`config.mk`:
```
export PLATFORM = sky130hd
export DESIGN_NAME = sobol_sc_receiver
export DESIGN_NICKNAME = d
export VERILOG_FILES = /design/src/rtl/sobol_pkg.sv /design/src/rtl/sobol_cmp_sng.sv /design/src/rtl/sobol_sc_receiver.sv
export SDC_FILE = /design/constraint.sdc
export NUM_CORES = 1
export LEC_CHECK = 0
export ABC_CLOCK_PERIOD_IN_PS = 5590
export CAP_MARGIN = 15
export CELL_PAD_IN_SITES_DETAIL_PLACEMENT = 0
export CELL_PAD_IN_SITES_GLOBAL_PLACEMENT = 1
export CORE_ASPECT_RATIO = 0.75
export CORE_MARGIN = 1
export CORE_UTILIZATION = 44
export DETAILED_ROUTE_END_ITERATION = 10
export PLACE_DENSITY_LB_ADDON = 0.08
export SETUP_SLACK_MARGIN = 0.4
export SLEW_MARGIN = 20
export SYNTH_ARGS = -nofsm -noshare
export SYNTH_HDL_FRONTEND = slang
export SYNTH_HIERARCHICAL = 1
export SYNTH_SLANG_ARGS = --single-unit
```
`constraint.sdc`:
```
create_clock -name clk -period 5.59 [get_ports clk]
set_input_delay 0.559 -clock clk [delete_from_list [all_inputs] [get_ports clk]]
set_output_delay 0.559 -clock clk [all_outputs]
set_load 0.02 [all_outputs]
```
`src/rtl/sobol_pkg.sv`:
```
// Shared Sobol stochastic-computing defaults and the receiver FSM state type.
package sobol_pkg;
  localparam int DEF_DATA_W    = 6;
  localparam int DEF_FRAME_LEN = 16;
  localparam int DEF_CNT_W     = 5;

  typedef enum logic {
    IDLE  = 1'b0,
    ACCUM = 1'b1
  } state_t;
endpackage

```
`src/rtl/sobol_cmp_sng.sv`:
```
// Stochastic number generator: unsigned compare of a Sobol sample against the
// operand, registered with a one-cycle valid strobe. bit_out holds between strobes.
module sobol_cmp_sng #(
  parameter int DATA_W = 6
) (
  input  logic              clk,
  input  logic              rst,
  input  logic              valid,
  input  logic [DATA_W-1:0] value,
  input  logic [DATA_W-1:0] operand,
  output logic              bit_out,
  output logic              bit_valid
);
  always_ff @(posedge clk or negedge rst) begin
    if (!rst) begin
      bit_out   <= 1'b0;
      bit_valid <= 1'b0;
    end else begin
      bit_valid <= valid;
      if (valid) bit_out <= (value < operand);
    end
  end
endmodule

```
`src/rtl/sobol_sc_receiver.sv`:
```
// Frame receiver: encodes x against FRAME_LEN Sobol samples and reports the
// count of ones per frame. x is latched at frame start and frozen until done.
module sobol_sc_receiver
  import sobol_pkg::*;
#(
  parameter int DATA_W    = DEF_DATA_W,
  parameter int FRAME_LEN = DEF_FRAME_LEN,
  parameter int CNT_W     = DEF_CNT_W
) (
  input  logic              clk,
  input  logic              rst,
  input  logic              en_in,
  input  logic              in_valid,
  input  logic [DATA_W-1:0] in_value,
  input  logic [DATA_W-1:0] x,
  output logic              bit_out,
  output logic              bit_valid,
  output logic [CNT_W-1:0]  result,
  output logic              done,
  output logic              busy
);
  state_t            state, state_nx;
  logic [DATA_W-1:0] x_lat, operand;
  logic [CNT_W-1:0]  cnt, ones, cnt_nx, ones_nx;
  logic              accept, b, last;

  assign accept  = en_in & in_valid;
  assign operand = (state == IDLE) ? x : x_lat;
  // The registered bit is a cycle late for the final sample, so the
  // accumulator uses its own copy of the compare.
  assign b       = (in_value < operand);
  assign cnt_nx  = ((state == IDLE) ? '0 : cnt) + CNT_W'(1);
  assign ones_nx = ((state == IDLE) ? '0 : ones) + CNT_W'(b);
  assign last    = (cnt_nx == CNT_W'(FRAME_LEN));
  assign busy    = (state == ACCUM);

  sobol_cmp_sng #(.DATA_W(DATA_W)) u_sng (
    .clk       (clk),
    .rst       (rst),
    .valid     (accept),
    .value     (in_value),
    .operand   (operand),
    .bit_out   (bit_out),
    .bit_valid (bit_valid)
  );

  always_ff @(posedge clk or negedge rst) begin
    if (!rst) state <= IDLE;
    else      state <= state_nx;
  end

  always_comb begin
    state_nx = state;
    if (!en_in)       state_nx = IDLE;
    else if (accept)  state_nx = last ? IDLE : ACCUM;
  end

  always_ff @(posedge clk or negedge rst) begin
    if (!rst) begin
      x_lat  <= '0;
      cnt    <= '0;
      ones   <= '0;
      result <= '0;
      done   <= 1'b0;
    end else begin
      done <= 1'b0;
      if (!en_in) begin
        x_lat <= '0;
        cnt   <= '0;
        ones  <= '0;
      end else begin
        if (state == IDLE) x_lat <= x;
        if (accept) begin
          if (last) begin
            result <= ones_nx;
            done   <= 1'b1;
            cnt    <= '0;
            ones   <= '0;
          end else begin
            cnt  <= cnt_nx;
            ones <= ones_nx;
          end
        end
      end
    end
  end
endmodule

```
==> metrics.txt, run 1 <==
beginning of the critical path=busy; Max clock buf depth=2; Num CTS Buffers=3; setup tns final=0 ns; Core Area=0.003084 mm²; row cnt=17; clock slew at reported path FFs=0.09 ns; Total Power=0.3680 mW; first drt pass iteration count=4; Die ar.=0.003650 mm²; post-CTS resize count=0; Syn Nets=179; CTS tree=yes; ranking of synthesized cells by area=dfrtp_1 (42%), ha_1 (11%), mux2i_1 (6.0%); number of synthesized register bits=25; crit end category=flop; all-layer global routing usage=19.31%; fin. max-slew vios=0; synthesis-to-layout area growth=20.85%; initial core utilization=between 40 and 50%; Max Fclk=299.9 MHz; Syn. warnings=6; Compound-Gate Fraction of Synth Area=12.68%; Peak VDD IR=roughly 0.00013 V; final hold viol count=0; share of cells above drive strength 1=between 10% and 20%; Worst-Margin Slew=0.7832 ns; synthesized area per cell=10.00 µm²; chip width=69.43 µm; DR iter-0 viols=37; drt wl/cell=around 14 µm; worst hold margin=0.2706 ns; detailed placer's ending HPWL=about 2300 µm; Final #Nets=between 200 and 250; Top Ports=25; P_int=0.2710 mW; vias per cell=~5.3; Hold/Removal Path Class=in -> async; Post-CTS Setup Bufs=0; Final Setup Violations=0; number of synthesized flops with an enable pin=0; final wirelength=around 3000 µm; CP arrival=3.51 ns; Fin Clk Skew=0.009598 ns; largest family of logic cells by synthesized area=simple AND/OR/NAND/NOR gates; RSZ-0062 raised after global routing=no; Worst Reg-to-Reg Cells=12; H-tree depth=1; number of port buffers=24; Slew HR=between 40% and 50%; first-pass GRT wire length=5478 µm; number of global-route vias before repair=1,198; crit path max fanout=21; gpl congestion=0.7415; Die H=52.57 µm; Clk network pwr share=28.6%; CP most frequent cell=ha_1; Setup CP Type=reg -> reg; Power Density=203.0 mW/mm²; post-synthesis cell type count=32; CP Launch Type=flop; CP peak stage delay=0.86 ns; Seq/Total Area, Yosys=41.70%; worst skew pair latency=0.27 ns; Worst EP required=5.76 ns; Synth Area in Simple Gates=15.60%; CTS root buffer=clkbuf_8; end of the worst register-to-register path=ones[4]; Switching Fraction=26.35%; critical path cell sequence=mux2i_1 -> ha_1 -> o2111ai_1 -> a21oi_1 -> a211o_1 -> a21oi_1 -> ha_1 -> ha_1 -> nand3_1 -> xnor2_1 -> nand2_1 -> o32ai_1; largest net degree at the start of global routing=26; top cells by count, synth=dfrtp_1 (25), inv_1 (18), nand2_1 (14), nor2_1 (14), ha_1 (13); maxcap violations=0; most frequent cell after synthesis=dfrtp_1; area leader, netlist=dfrtp_1; cell area after synthesis=approximately 0.0015 mm²; status=completed; CTS Sinks=25; initial antenna violation count=0; cell leakage power=about 0.86 nW; antenna cells=0; total net switching power=0.09696 mW; antenna-violating nets left=0; Reg-to-Reg Start=busy; Post-route DRC=0; Syn Inst Count=150; Tmin final=roughly 3.3 ns; Worst R2R Setup Slack=2.26 ns; crit path max-delay cell type=dfrtp_1; Hold Buf Count CTS=0; post-synth top area share=between 40% and 50%; post-synthesis mux area share=11.26%; vias=1,132; combinational share of power=a little under a fifth; Synth Flop Type=dfrtp_1; Reg power frac=52.6%; XOR/XNOR share of the synthesized area=2.335%; total gr overflow=0; Adder-Cell Fraction of Synth Area=10.84%; ys async rst share=between 90% and 100%; Tcrit/Tclk final=59.66%
[registers in the layout, indices dropped and copies added (netlist names)]
signal	cells
u_sng/bit_valid	1
busy	1
done	1
x_lat	6
u_sng/bit_out	1
result	5
cnt	5
ones	5
[per-layer routing]
metal | vias to the layer above | wire length, µm | global-route usage, %
li1 | 570 | - | -
met1 | 534 | 1501 | 24.34
met2 | 28 | 1378 | 33.98
met3 | 0 | 125 | 5.192
met4 | 0 | 0 | 3.401
met5 | - | 0 | 0
[cell families (layout without fill, tap and decap cells)]
family	Yosys count	after routing
compound gates	26	26
flops	25	25
buf+inv	22	46
xor+xnor	4	4
fa+ha+maj	13	13
simple gates	45	45
mux	15	15
[placed cells by master, fill, tap and decap left out, drive strengths merged, types with 3 or more instances in the layout]
cell type and instances:
dfrtp 25, nand2 15, mux2 5, ha 13
and2 4, o21ai 3, clkbuf 3, mux2i 10
clkdlybuf4s50 23, and2b 3, xnor2 4, nand3 6
a21oi 7, nor2 14, o211ai 5, inv 18
[cell type report]
class	count	area, µm²
clock inverter	1	5.005
tap	38	47.55
fill	281	1271
inverter	18	67.56
timing repair buffer	24	235.2
clock buffer	3	41.29
sequential	25	625.6
multi-input combinational	103	790.8
[power by group through the flow]
stage / Clock [mW] / Sequential, mW / Combinational (mW)
6_report: 0.105 / 0.194 / 0.0689
5_1_grt: 0.119 / 0.195 / 0.0785
2_1_floorplan: 0 / 0.197 / 0.0398
3_5_place_dp: 0 / 0.197 / 0.0700
3_3_place_gp: 0 / 0.197 / 0.0690
4_1_cts: 0.112 / 0.194 / 0.0705
[worst max path at each step]
| stage | endpoint |
|---|---|
| floorplan | ones[4] |
| global placement | ones[4] |
| detailed placement | ones[4] |
| CTS | ones[4] |
| global route | ones[4] |
| finish | ones[4] |
[stage by stage]
stage	utilization, %	std cells	setup WS (ns)	instance area (µm²)
detailed placement	57.44	208	2.292	1772
CTS	58.95	212	2.260	1818
floorplan	-	150	2.510	1500
global placement	57.44	208	2.369	1772
global route	58.78	212	1.964	1813
finish	58.78	212	2.255	1813
[worst max-delay path: cells and delay by family (launching register included)]
kind | cells | cell delay, ns
xor+xnor | 1 | 0.14
compound gates | 5 | 0.96
mux | 1 | 0.36
fa+ha+maj | 3 | 0.71
simple gates | 2 | 0.20
flops | 1 | 0.86
No activity file was read; power rests on OpenSTA's default activity.
==> inputs of run 2 (changes only) <==
ABC_CLOCK_PERIOD_IN_PS = 2700   (was 5590)
CORE_UTILIZATION = 36   (was 44)
clock period = 2.7 ns   (was 5.59 ns; I/O delays follow)
==> run 2 against run 1 <==
Sequential power increased by 100%. Utilization down 6.5 points. Non-clock buffer count is 12 higher. Die area up 21%. Final cell count grew 12%. Count of clock-buffer cells in the layout unchanged. Global-route usage shrank 2.8 points. Wire length grew 5.6%. Via count increased by 3.5%. Largest power group unchanged. Fmax is 30% higher.
==> metrics.txt, run 2 (synthesis gave the netlist of run 1 again) <==
status=completed; vias=1,172; first drt pass iteration count=4; end of the worst register-to-register path=result[2]; Max clock buf depth=2; most frequent cells in the layout=dfrtp_1 (24), clkdlybuf4s50_1 (24), inv_1 (18); CTS Sinks=25; vias per cell=4.924; Top Ports=25; total gr overflow=0; Setup CP Type=reg -> reg; final hold viol count=0; clock slew at reported path FFs=around 0.10 ns; largest net degree at the start of global routing=26; Core Area=0.003827 mm²; fillers=358; first-pass GRT wire length=5637 µm; Setup WS pre-CTS=-0.07120 ns; fin. max-slew vios=0; CTS root buffer=clkbuf_8; RSZ-0062 raised after global routing=yes; Power Density=just over 400 mW/mm²; maxcap violations=0; Fin Clk Skew=0.01330 ns; initial antenna violation count=0; H-tree depth=1; setup tns final=0 ns; Final Setup Violations=0; Worst EP required=2.88 ns; synthesis-to-layout area growth=33.36%; Hold/Removal Path Class=in -> async; DR iter-0 viols=30; gpl congestion=between 0.7 and 0.8; detailed placer's ending HPWL=2418 µm; Tmin final=between 2 and 3 ns; Final #Nets=216; Slew HR=62.02%; antenna-violating nets left=0; crit end category=flop; all-layer global routing usage=16.51%; crit path max fanout=6; Hold Buf Count CTS=0; worst skew pair latency=0.28 ns; Worst R2R Setup Slack=0.13 ns; final worst slack=approximately 0.13 ns; Biggest register=x_lat; chip width=76.54 µm; Num CTS Buffers=3; Peak VDD IR=0.0003509 V; cell leakage power=0.9142 nW; row cnt=19; Die ar.=0.004432 mm²; Post-route DRC=0; CP Launch Type=flop; number of flip-flops under the largest register name=6; Core Util, Final=52.27%; Worst Reg-to-Reg Cells=12; Tcrit/Tclk final=95.01%; Final Instance Count excl. Fillers=238; number of global-route vias before repair=1,170; antenna cells=0; final wirelength=around 3200 µm; number of port buffers=24; Max Fclk=389.8 MHz; Die H=57.91 µm; Worst-Margin Slew=~0.57 ns; worst hold margin=0.3460 ns; CP arrival=2.74 ns; initial core utilization=39.20%; share of cells above drive strength 1=20.43%; Reg-to-Reg Start=busy; drt wl/cell=13.33 µm; dpl cells=233; CTS tree=yes
==> run 2: through the flow <==
step,total power [mW],area [µm²]
2_1_floorplan,0.4967,1549
3_3_place_gp,0.5704,1904
3_5_place_dp,0.5725,1904
4_1_cts,0.8096,1961
5_1_grt,0.8513,2001
6_report,0.8046,2001
==> run 2: how the worst max path moves through the flow <==
| stage | from | to | slack, ns |
|---|---|---|---|
| 2_1_floorplan | busy | ones[4] | 0.01 |
| 3_3_place_gp | x[1] | ones[4] | -0.06 |
| 3_5_place_dp | x[1] | ones[4] | -0.07 |
| 4_1_cts | busy | ones[4] | 0.09 |
| 5_1_grt | busy | ones[3] | -0.06 |
| 6_report | busy | result[2] | 0.13 |
==> run 2: per-layer routing <==
metal  part of all wire, %  wire length [µm]  global-route usage (%)  up-vias
met4                  0.50                16                   2.473        0
met5                     0                 0                       0        -
li1                      -                 -                       -      593
met3                   4.1               129                   4.094        2
met2                    44              1410                   26.38       22
met1                    51              1616                   23.32      555
==> run 2: layout make-up <==
type                    instances  area (µm²)  share of cell area [%]
clock buffers                   3       41.29                   2.064
clock inverters                 1       7.507                  0.3752
inverters                      18       67.56                   3.377
multi-input cells             103       858.3                   42.90
flip-flops and latches         25       626.9                   31.33
well taps                      52       65.06                   3.252
repair buffers                 36       334.1                   16.70
==> run 2: timing repair <==
action / 4_1_cts / 5_1_grt
pin swaps: 4 / 4
setup buffers: 0 / 1
setup endpoints to repair: 9 / 10
gates resized for setup: 2 / 5
==> run 2: where the power goes <==
part	internal, mW	switching (mW)
logic	0.0875	0.0840
registers	0.388	0.00927
clock network	0.105	0.131
==> run 2: critical path, cell delays in order, from the launching register on <==
cell and delay, ns:
dfrtp_2 0.47, mux2i_2 0.26, ha_1 0.26, o2111ai_1 0.17, a21oi_1 0.06, a211o_1 0.28
a21oi_2 0.17, ha_4 0.16, ha_4 0.15, buf_4 0.11, buf_6 0.08, xnor2_1 0.05
mux2_4 0.25
